$ cat config.mk
export PLATFORM = sky130hd
export DESIGN_NAME = rscl_fetch_buf
export DESIGN_NICKNAME = d
export VERILOG_FILES = /design/src/rtl/rscl_fetch_buf.sv
export SDC_FILE = /design/constraint.sdc
export NUM_CORES = 1
export LEC_CHECK = 0
export ABC_AREA = 1
export CORE_ASPECT_RATIO = 0.6
export CORE_MARGIN = 3
export CORE_UTILIZATION = 60
export DETAILED_ROUTE_END_ITERATION = 10
export PLACE_DENSITY = 0.84
export SLEW_MARGIN = 20
export SYNTH_ARGS = -nofsm -noshare
export SYNTH_HDL_FRONTEND = slang
export SYNTH_SLANG_ARGS = --single-unit
$ cat constraint.sdc
create_clock -name clk -period 13.4 [get_ports clk]
set_clock_uncertainty 0.2 [all_clocks]
set_input_delay 1.34 -clock clk [delete_from_list [all_inputs] [get_ports clk]]
set_output_delay 1.34 -clock clk [all_outputs]
set_load 0.01 [all_outputs]
$ cat src/rtl/rscl_fetch_buf.sv
// rscl_fetch_buf: instruction fetch unit with a prefetch FIFO.
// Keeps up to MAX_OUTSTANDING requests in flight on the i_a/i_d bus and queues
// returned words in a BUF_DEPTH entry FIFO. A jump flushes the FIFO and
// discards every response still owed by the bus for pre-jump requests.
module rscl_fetch_buf #(
    parameter int unsigned MAX_OUTSTANDING = 2,
    parameter int unsigned BUF_DEPTH       = 4,
    parameter logic [31:0] RESET_PC        = 32'h0000_0000
) (
    input  logic        clk,
    input  logic        rst,
    output logic        i_a_valid,
    input  logic        i_a_ready,
    output logic [31:0] i_a_addr,
    input  logic        i_d_valid,
    output logic        i_d_ready,
    input  logic        i_d_err,
    input  logic [31:0] i_d_data,
    output logic        fetch_valid,
    output logic [31:0] fetch_instr,
    output logic [31:0] fetch_pc,
    output logic        fetch_err,
    input  logic        fetch_stall,
    input  logic        jump,
    input  logic [31:0] jump_pc
);

    // One counter width covers inflight, drop, FIFO count and their sum.
    localparam int unsigned CNT_W = $clog2(2 * BUF_DEPTH + 1);
    localparam int unsigned PTR_W = (BUF_DEPTH > 1) ? $clog2(BUF_DEPTH) : 1;
    localparam logic [CNT_W-1:0] MAX_CNT   = CNT_W'(MAX_OUTSTANDING);
    localparam logic [CNT_W-1:0] DEPTH_CNT = CNT_W'(BUF_DEPTH);
    localparam logic [PTR_W-1:0] LAST_PTR  = PTR_W'(BUF_DEPTH - 1);

    // Request register
    logic             a_valid_q, a_valid_d;
    logic [31:0]      a_addr_q, a_addr_d;
    logic             a_stale_q, a_stale_d;
    logic [31:0]      pc_q, pc_d;

    // Response bookkeeping
    logic [CNT_W-1:0] inflight_q, inflight_d;
    logic [CNT_W-1:0] drop_q, drop_d;
    logic [31:0]      resp_pc_q, resp_pc_d;

    // FIFO
    logic [CNT_W-1:0] count_q, count_d;
    logic [PTR_W-1:0] rd_ptr_q, rd_ptr_d;
    logic [PTR_W-1:0] wr_ptr_q, wr_ptr_d;
    logic [31:0]      mem_instr_q [BUF_DEPTH];
    logic [31:0]      mem_pc_q    [BUF_DEPTH];
    logic             mem_err_q   [BUF_DEPTH];

    logic [31:0]      jump_tgt;
    logic [31:0]      pc_n;
    logic             accept, resp, keep, push, pop, hold, can_issue;

    // The low address bits of a jump target are forced to zero.
    logic             unused_jump_lsb;
    assign unused_jump_lsb = ^jump_pc[1:0];

    function automatic logic [PTR_W-1:0] ptr_inc(input logic [PTR_W-1:0] p);
        return (p == LAST_PTR) ? '0 : p + 1'b1;
    endfunction

    // Handshake events and response bookkeeping for this cycle
    always_comb begin
        jump_tgt   = {jump_pc[31:2], 2'b00};
        accept     = a_valid_q && i_a_ready;
        // A response with nothing outstanding is a bus protocol error and is ignored.
        resp       = i_d_valid && (inflight_q != '0);
        keep       = resp && (drop_q == '0);
        push       = keep && !jump;
        pop        = (count_q != '0) && !fetch_stall && !jump;
        hold       = a_valid_q && !i_a_ready;

        inflight_d = inflight_q + CNT_W'(accept) - CNT_W'(resp);

        // After a jump every response still owed belongs to the old stream,
        // including a request accepted in the jump cycle itself.
        if (jump) begin
            drop_d = inflight_d;
        end else begin
            drop_d = drop_q - CNT_W'(resp && !keep) + CNT_W'(accept && a_stale_q);
        end

        if (jump) begin
            resp_pc_d = jump_tgt;
        end else if (keep) begin
            resp_pc_d = resp_pc_q + 32'd4;
        end else begin
            resp_pc_d = resp_pc_q;
        end
    end

    // FIFO occupancy and pointers; a jump empties the queue outright
    always_comb begin
        if (jump) begin
            count_d  = '0;
            rd_ptr_d = '0;
            wr_ptr_d = '0;
        end else begin
            count_d  = count_q + CNT_W'(push) - CNT_W'(pop);
            rd_ptr_d = pop  ? ptr_inc(rd_ptr_q) : rd_ptr_q;
            wr_ptr_d = push ? ptr_inc(wr_ptr_q) : wr_ptr_q;
        end
    end

    // Next request: hold a presented request until accepted, otherwise issue
    // when the post-cycle credit guarantees a FIFO slot for its response.
    always_comb begin
        pc_n      = jump ? jump_tgt : pc_q;
        can_issue = (inflight_d < MAX_CNT) && ((inflight_d + count_d) < DEPTH_CNT);

        if (hold) begin
            a_valid_d = 1'b1;
            a_addr_d  = a_addr_q;
            a_stale_d = a_stale_q || jump;
            pc_d      = pc_n;
        end else if (can_issue) begin
            a_valid_d = 1'b1;
            a_addr_d  = pc_n;
            a_stale_d = 1'b0;
            pc_d      = pc_n + 32'd4;
        end else begin
            a_valid_d = 1'b0;
            a_addr_d  = pc_n;
            a_stale_d = 1'b0;
            pc_d      = pc_n;
        end
    end

    // Control state registers
    always_ff @(posedge clk or posedge rst) begin
        if (rst) begin
            a_valid_q  <= 1'b0;
            a_addr_q   <= RESET_PC;
            a_stale_q  <= 1'b0;
            pc_q       <= RESET_PC;
            inflight_q <= '0;
            drop_q     <= '0;
            resp_pc_q  <= RESET_PC;
            count_q    <= '0;
            rd_ptr_q   <= '0;
            wr_ptr_q   <= '0;
        end else begin
            a_valid_q  <= a_valid_d;
            a_addr_q   <= a_addr_d;
            a_stale_q  <= a_stale_d;
            pc_q       <= pc_d;
            inflight_q <= inflight_d;
            drop_q     <= drop_d;
            resp_pc_q  <= resp_pc_d;
            count_q    <= count_d;
            rd_ptr_q   <= rd_ptr_d;
            wr_ptr_q   <= wr_ptr_d;
        end
    end

    // FIFO storage; contents are only visible through a non-empty head
    always_ff @(posedge clk) begin
        if (push) begin
            mem_instr_q[wr_ptr_q] <= i_d_data;
            mem_pc_q[wr_ptr_q]    <= resp_pc_q;
            mem_err_q[wr_ptr_q]   <= i_d_err;
        end
    end

    assign i_a_valid   = a_valid_q;
    assign i_a_addr    = a_addr_q;
    assign i_d_ready   = !rst;
    assign fetch_valid = (count_q != '0);
    assign fetch_instr = fetch_valid ? mem_instr_q[rd_ptr_q] : '0;
    assign fetch_pc    = fetch_valid ? mem_pc_q[rd_ptr_q]    : '0;
    assign fetch_err   = fetch_valid ? mem_err_q[rd_ptr_q]   : 1'b0;

    // Responses must only arrive for accepted requests.
    resp_without_request: assert property (@(posedge clk) disable iff (rst)
        !(i_d_valid && (inflight_q == '0)));

endmodule
==> Word-level counts from Yosys, hierarchy flattened <==
Memories as Yosys holds them, arrays and structs flattened.
Index checks and enable logic that the tools add are counted.
{ "totals": {"reg_bits": 114, "ram_bits": 260, "in_bits": 71, "out_inout_bits": 100, "word_cells": 71, "memories": 3} }
{ "classes": {"n_addsub": 11, "magnitude_cmp": 2, "eq_ne": 2, "n_mux": 21, "reduce_logical": 22} }
{ "memory_table": {"columns": ["name", "depth", "width", "rd", "rd_ports_with_merged_regs", "wr", "line_no", "rtl"], "rows": [
  ["mem_instr_q", 4, 32, 1, 0, 1, "50", "logic [31:0] mem_instr_q [BUF_DEPTH];"],
  ["mem_pc_q", 4, 32, 1, 0, 1, "51", "logic [31:0] mem_pc_q [BUF_DEPTH];"],
  ["mem_err_q", 4, 1, 1, 0, 1, "52", "logic mem_err_q [BUF_DEPTH];"]
]} }
{ "ops": {"columns": ["op", "count"], "rows": [
  ["two-way mux 32 bit", 7],
  ["adder 32 x 3 -> 32 bit, second input constant", 2],
  ["adder 4 x 1 -> 4 bit", 3],
  ["two-way mux 2 bit", 6],
  ["subtractor 4 x 1 -> 4 bit", 3],
  ["logical AND 1 bit", 10],
  ["two-way mux 4 bit", 2],
  ["nonzero test 4 bit", 2],
  ["two-way mux 1 bit", 6],
  ["nonzero test 2 bit", 3],
  ["zero test 1 bit", 5],
  ["adder 2 x 1 -> 2 bit, second input constant", 2],
  ["adder 4 bit", 1],
  ["equality test 2 bit, second input constant", 2],
  ["zero test 4 bit", 1],
  ["< comparator 4 x 2 -> 1 bit, second input constant", 1],
  ["< comparator 4 x 3 -> 1 bit, second input constant", 1],
  ["logical OR 1 bit", 1]
]} }

==> Depth between registers and ports, before layout <==
{ "depth": {"word_depth": 12, "ltp_mapped": 25, "depth_no_buf": 25} }

==> Worst setup path before layout <==
OpenSTA, ideal clock, no wires.
{ "synth_path": {"kind": "input -> output", "startpoint": "input port rst", "endpoint": "output port i_d_ready", "t_arrival_ns": 3.702, "required_ns": 11.860, "setup_slack_ns": 8.158, "cell_stages": 1, "path_buffers": 0, "cell_sequence": "inv_1"} }
{ "synth_via": {"elab_chain_len": 1} }
{ "synth_rtl": {"columns": ["element", "line_no", "rtl"], "rows": [
  ["start: declaration", "11", "input logic rst,"],
  ["zero test 1 bit", "171", "assign i_d_ready = !rst;"],
  ["end: declaration", "16", "output logic i_d_ready,"]
]} }
No other way between the ends.

==> Worst setup path in the final report <==
{ "layout_path": {"startpoint": "input port i_d_valid", "endpoint": "register pc_q[29]"} }
{ "layout_via": {"elab_chain_len": 11, "elab_cells_between_ends": 13, "classes_between": "add/sub: 4; order compare: 2; mux: 3; reduce/logical: 4"} }
{ "layout_rtl": {"columns": ["element", "line_no", "rtl"], "rows": [
  ["start: declaration", "15", "input logic i_d_valid,"],
  ["logical AND 1 bit", "71", "resp = i_d_valid && (inflight_q != '0);"],
  ["logical AND 1 bit", "72", "keep = resp && (drop_q == '0);"],
  ["logical AND 1 bit", "73", "push = keep && !jump;"],
  ["adder 4 x 1 -> 4 bit", "103", "count_d = count_q + CNT_W'(push) - CNT_W'(pop);"],
  ["subtractor 4 x 1 -> 4 bit", "103", null],
  ["two-way mux 4 bit", "98", "if (jump) begin"],
  ["net count_d[1]", "47", "logic [CNT_W-1:0] count_q, count_d;"],
  ["adder 4 bit", "113", "can_issue = (inflight_d < MAX_CNT) && ((inflight_d + count_d) < DEPTH_CNT);"],
  ["< comparator 4 x 3 -> 1 bit", "113", null],
  ["logical AND 1 bit", "113", null],
  ["two-way mux 32 bit", "120", "end else if (can_issue) begin"],
  ["two-way mux 32 bit", "115", "if (hold) begin"],
  ["net pc_d[29]", "39", "logic [31:0] pc_q, pc_d;"],
  ["end signal: assignment", "150", "pc_q <= pc_d;"],
  ["end: declaration", "39", null]
]} }
The timed path passes the listed nets, and every way through them passes these cells.
A chain may end at the register's enable or synchronous reset.

==> impl_metrics.csv <==
group,metric,value,unit
critical_path,cp_max_fo,26,
yosys,synth-seq-area-share,0.634,
route,wl_met2,18.8,mm
critical_path,start_kind,"input port",
hold_path,min_path_type,"reg2reg",
route,wl_per_cell,18.3,um
yosys,async_flop_share,0.308,
placed_design,routabilityCongestion,0.897,
run,drv_cap,0,
global_route,grt_pass1_vias,12000,
critical_path,critPathKind,"in2reg",
critical_path,cp.arrival,6360,ps
power_and_ir_drop,p_seq_frac,0.383,
sta,tightest_slew,994,ps
power_and_ir_drop,power.density,186,nW/um2
yosys,synth-edff-count,252,
yosys,synthesis.area,16400,um2
route,dr.pass1.iters,6,
sta,final-hold-violation-count,0,
sta,rsz0062_at_grt,"no",
power_and_ir_drop,p_sw,1.24,mW
power_and_ir_drop,power_frac_comb,0.343,
route,drt-total-wl,39.5,mm
critical_path,critPathTopFamily,"simple AND/OR/NAND/NOR gates",
clock_network,numCtsBuffers,36,
clock_network,cts_sinks,364,
final_layout,finalInstanceArea,19400,um2
route,ant_nets,0,
yosys,syn_inst,1633,
placed_design,dpl.cell_count,2099,
route,via_per_inst,5.71,
global_route,overflow,0,
route,first_iter_violations,1380,
sta,fin_setup_tns,0,ps
sta,finalMaxSlewViolations,0,
sta,whs,283,ps
yosys,ys.flop_type,"edfxtp_1",
yosys,avgSynthCellArea,10.0,um2
critical_path,max_stage_delay,780,ps
floorplan,start_util,0.615,
sta,setup_viol,0,
global_route,grt_max_degree,105,
sta,post-route-period-util,0.458,
final_layout,seq_area,10400,um2
critical_path,crit_start,"i_d_valid",
global_route,antenna_found_initial,0,
floorplan,die_w,219,um
clock_network,cts_resized,0,
final_layout,multi_input_area,5250,um2
critical_path,cpMostUsedCell,"nand2_1",
clock_network,cts_tree,"built",
yosys,yosys_warnings,0,
critical_path,slowest_stage,"nor2_1",
final_layout,drive_gt1_frac,0.0693,
power_and_ir_drop,power.leakage,7.60,nW
yosys,ys_ff_latch,364,
route,num_vias,12400,
clock_network,ctsLongestPathBuffers,3,
floorplan,die_area,29300,um2
critical_path,crit_chain,"clkdlybuf4s50_1, nand2_1, inv_1, nand2_1, nor2_1, inv_2, ha_1, inv_1, ha_1, fa_1, inv_1, nor2_1, ha_1, nand4_1, nand2_1, nand4_1, nand2_1, nand2_1, nor2_4, nand3_1, nand2_1, nand2_1",
clock_network,clk_latency,520,ps
floorplan,ioPinCount,171,
sta,final.min_clock_period,6140,ps
final_layout,fin_nets,1875,
hold_path,hold_start,"i_a_addr[21]",
critical_path,crit_buf_inv,5,
critical_path,endpoint_kind,"register",
critical_path,rr_startpoint,"drop_q[2]",
final_layout,antenna_cells,0,
clock_network,htree_levels,2,
yosys,yosysUniqueCellTypes,41,
critical_path,required,13620,ps
route,wirelength_met1,17.1,mm
clock_network,cts.clk_slew.worst_paths,70,ps
floorplan,die_y,134,um
global_route,grt_pass1_wl,62.9,mm
final_layout,nFillCells,1840,
status,outcome,"finished clean",
power_and_ir_drop,clkPwrFrac,0.275,
final_layout,fin_cells,2163,
sta,fmax,163,MHz
final_layout,mostFrequentLayoutCells,"nand2_1, nor2_1, edfxtp_1, o21ai_0, clkdlybuf4s50_1",
sta,slew_headroom,0.337,
floorplan,rows,46,
placed_design,buffer_ports.inserted,166,
final_layout,area_growth,18.7,%
placed_design,dp_hpwl,24.1,mm
route,dr_wl_met3,2.91,mm
route,drc_errors,0,
global_route,grt_usage,0.270,
final_layout,final_common_cell,"nand2_1",
power_and_ir_drop,ir_drop,0.000258,V
placed_design,post_dp_cell_area,18300,um2
final_layout,post-route-util,0.730,
clock_network,root_buffer,"clkbuf_16",
clock_network,cts_hold_buf,0,
floorplan,coreArea,26600,um2
clock_network,postCtsSetupBuffers,0,
power_and_ir_drop,intPower,2.38,mW
route,top_layer_used,"met4",
power_and_ir_drop,sw_frac_of_total,0.343,
-- area by class of cell --
type                            instances  area share
Clock inverter                         21      0.0102
Multi-Input combinational cell       1081       0.270
Sequential cell                       364       0.534
Inverter                              113      0.0220
Tap cell                              360      0.0232
Timing Repair Buffer                  181      0.0913
Clock buffer                           43      0.0488
-- cells in the mapped netlist, types with 2 or more instances --
| cell type | count | area share |
|---|---|---|
| a21oi_1 | 73 | 0.022 |
| a22oi_1 | 3 | 0.0014 |
| a31oi_1 | 7 | 0.0027 |
| buf_1 | 8 | 0.0018 |
| buf_2 | 8 | 0.0024 |
| buf_4 | 8 | 0.0037 |
| buf_6 | 4 | 0.0028 |
| clkbuf_1 | 48 | 0.011 |
| dfrtp_1 | 112 | 0.17 |
| edfxtp_1 | 252 | 0.46 |
| fa_1 | 3 | 0.0037 |
| ha_1 | 24 | 0.018 |
| inv_1 | 109 | 0.025 |
| inv_2 | 4 | 0.00092 |
| nand2_1 | 300 | 0.069 |
| nand2_2 | 19 | 0.0073 |
| nand3_1 | 78 | 0.024 |
| nand3_2 | 5 | 0.0031 |
| nand3b_1 | 2 | 0.00092 |
| nand4_1 | 15 | 0.0057 |
| nor2_1 | 303 | 0.070 |
| nor2_2 | 6 | 0.0023 |
| nor2_4 | 7 | 0.0048 |
| nor3_1 | 17 | 0.0052 |
| nor3_2 | 5 | 0.0031 |
| o211ai_1 | 7 | 0.0032 |
| o21ai_0 | 170 | 0.052 |
| o21bai_1 | 2 | 0.00092 |
| o221ai_1 | 2 | 0.0011 |
| o31ai_1 | 2 | 0.00092 |
| xnor2_1 | 8 | 0.0043 |
| xor2_1 | 13 | 0.0070 |
-- worst register-to-register path: cells and delay by family (launching register included) --
family | cells | cell delay, ps
simple gates | 14 | 2820
fa+ha+maj | 5 | 1500
buf+inv | 4 | 580
flops | 1 | 370
-- cells by family (layout without fill, tap and decap cells) --
logic type,count (synthesis),count (layout),share of synthesized area
AO/OA/AOI/OAI,270,270,0.0868
AND/OR/NAND/NOR,761,761,0.198
adder cells (fa/ha/maj),27,27,0.0220
other,1,2,0.000229
flip-flops,364,364,0.634
XOR/XNOR,21,21,0.0112
buffers and inverters,189,358,0.0477
-- stage by stage --
stage          total power, mW  worst slack, ps
4_1_cts                   3.64             7400
6_report                  3.62             7260
5_1_grt                   3.82             6950
3_5_place_dp              2.64             6910
3_3_place_gp              2.59             7050
2_1_floorplan             2.10             8160
-- sequential cells by signal, summed over array words and instances, names as in the netlist, 4 cells and up --
signal,flops
resp_pc_q,30
inflight_q,4
drop_q,4
i_a_addr,32
mem_pc_q,120
mem_err_q,4
pc_q,32
mem_instr_q,128
count_q,4
-- power groups by stage --
stage | Clock (mW) | Sequential (mW) | Combinational [mW]
final | 0.994 | 1.39 | 1.24
after global routing | 1.06 | 1.40 | 1.37
after CTS | 1.01 | 1.38 | 1.24
after detailed placement | 0 | 1.41 | 1.23
after global placement | 0 | 1.40 | 1.19
after floorplan | 0 | 1.38 | 0.713
-- worst paths after layout --
path                            endpoint  depth (start not counted)  slack [ps]
setup / recovery                pc_q[29]                         22        7260
hold / removal              i_a_addr[21]                          2         280
setup reg to reg                pc_q[29]                         23        7840
hold reg to reg             i_a_addr[21]                          2         280
max in group asynchronous    rd_ptr_q[0]                          3       10920
min in group asynchronous  resp_pc_q[11]                          2        1050
-- per-layer routing --
| metal | global-route usage | up-vias |
|---|---|---|
| met5 | 0 | - |
| met4 | 0.0680 | 0 |
| met1 | 0.397 | 5997 |
| li1 | - | 5779 |
| met3 | 0.0417 | 68 |
| met2 | 0.431 | 511 |
Power figures use the tool's default switching activity.
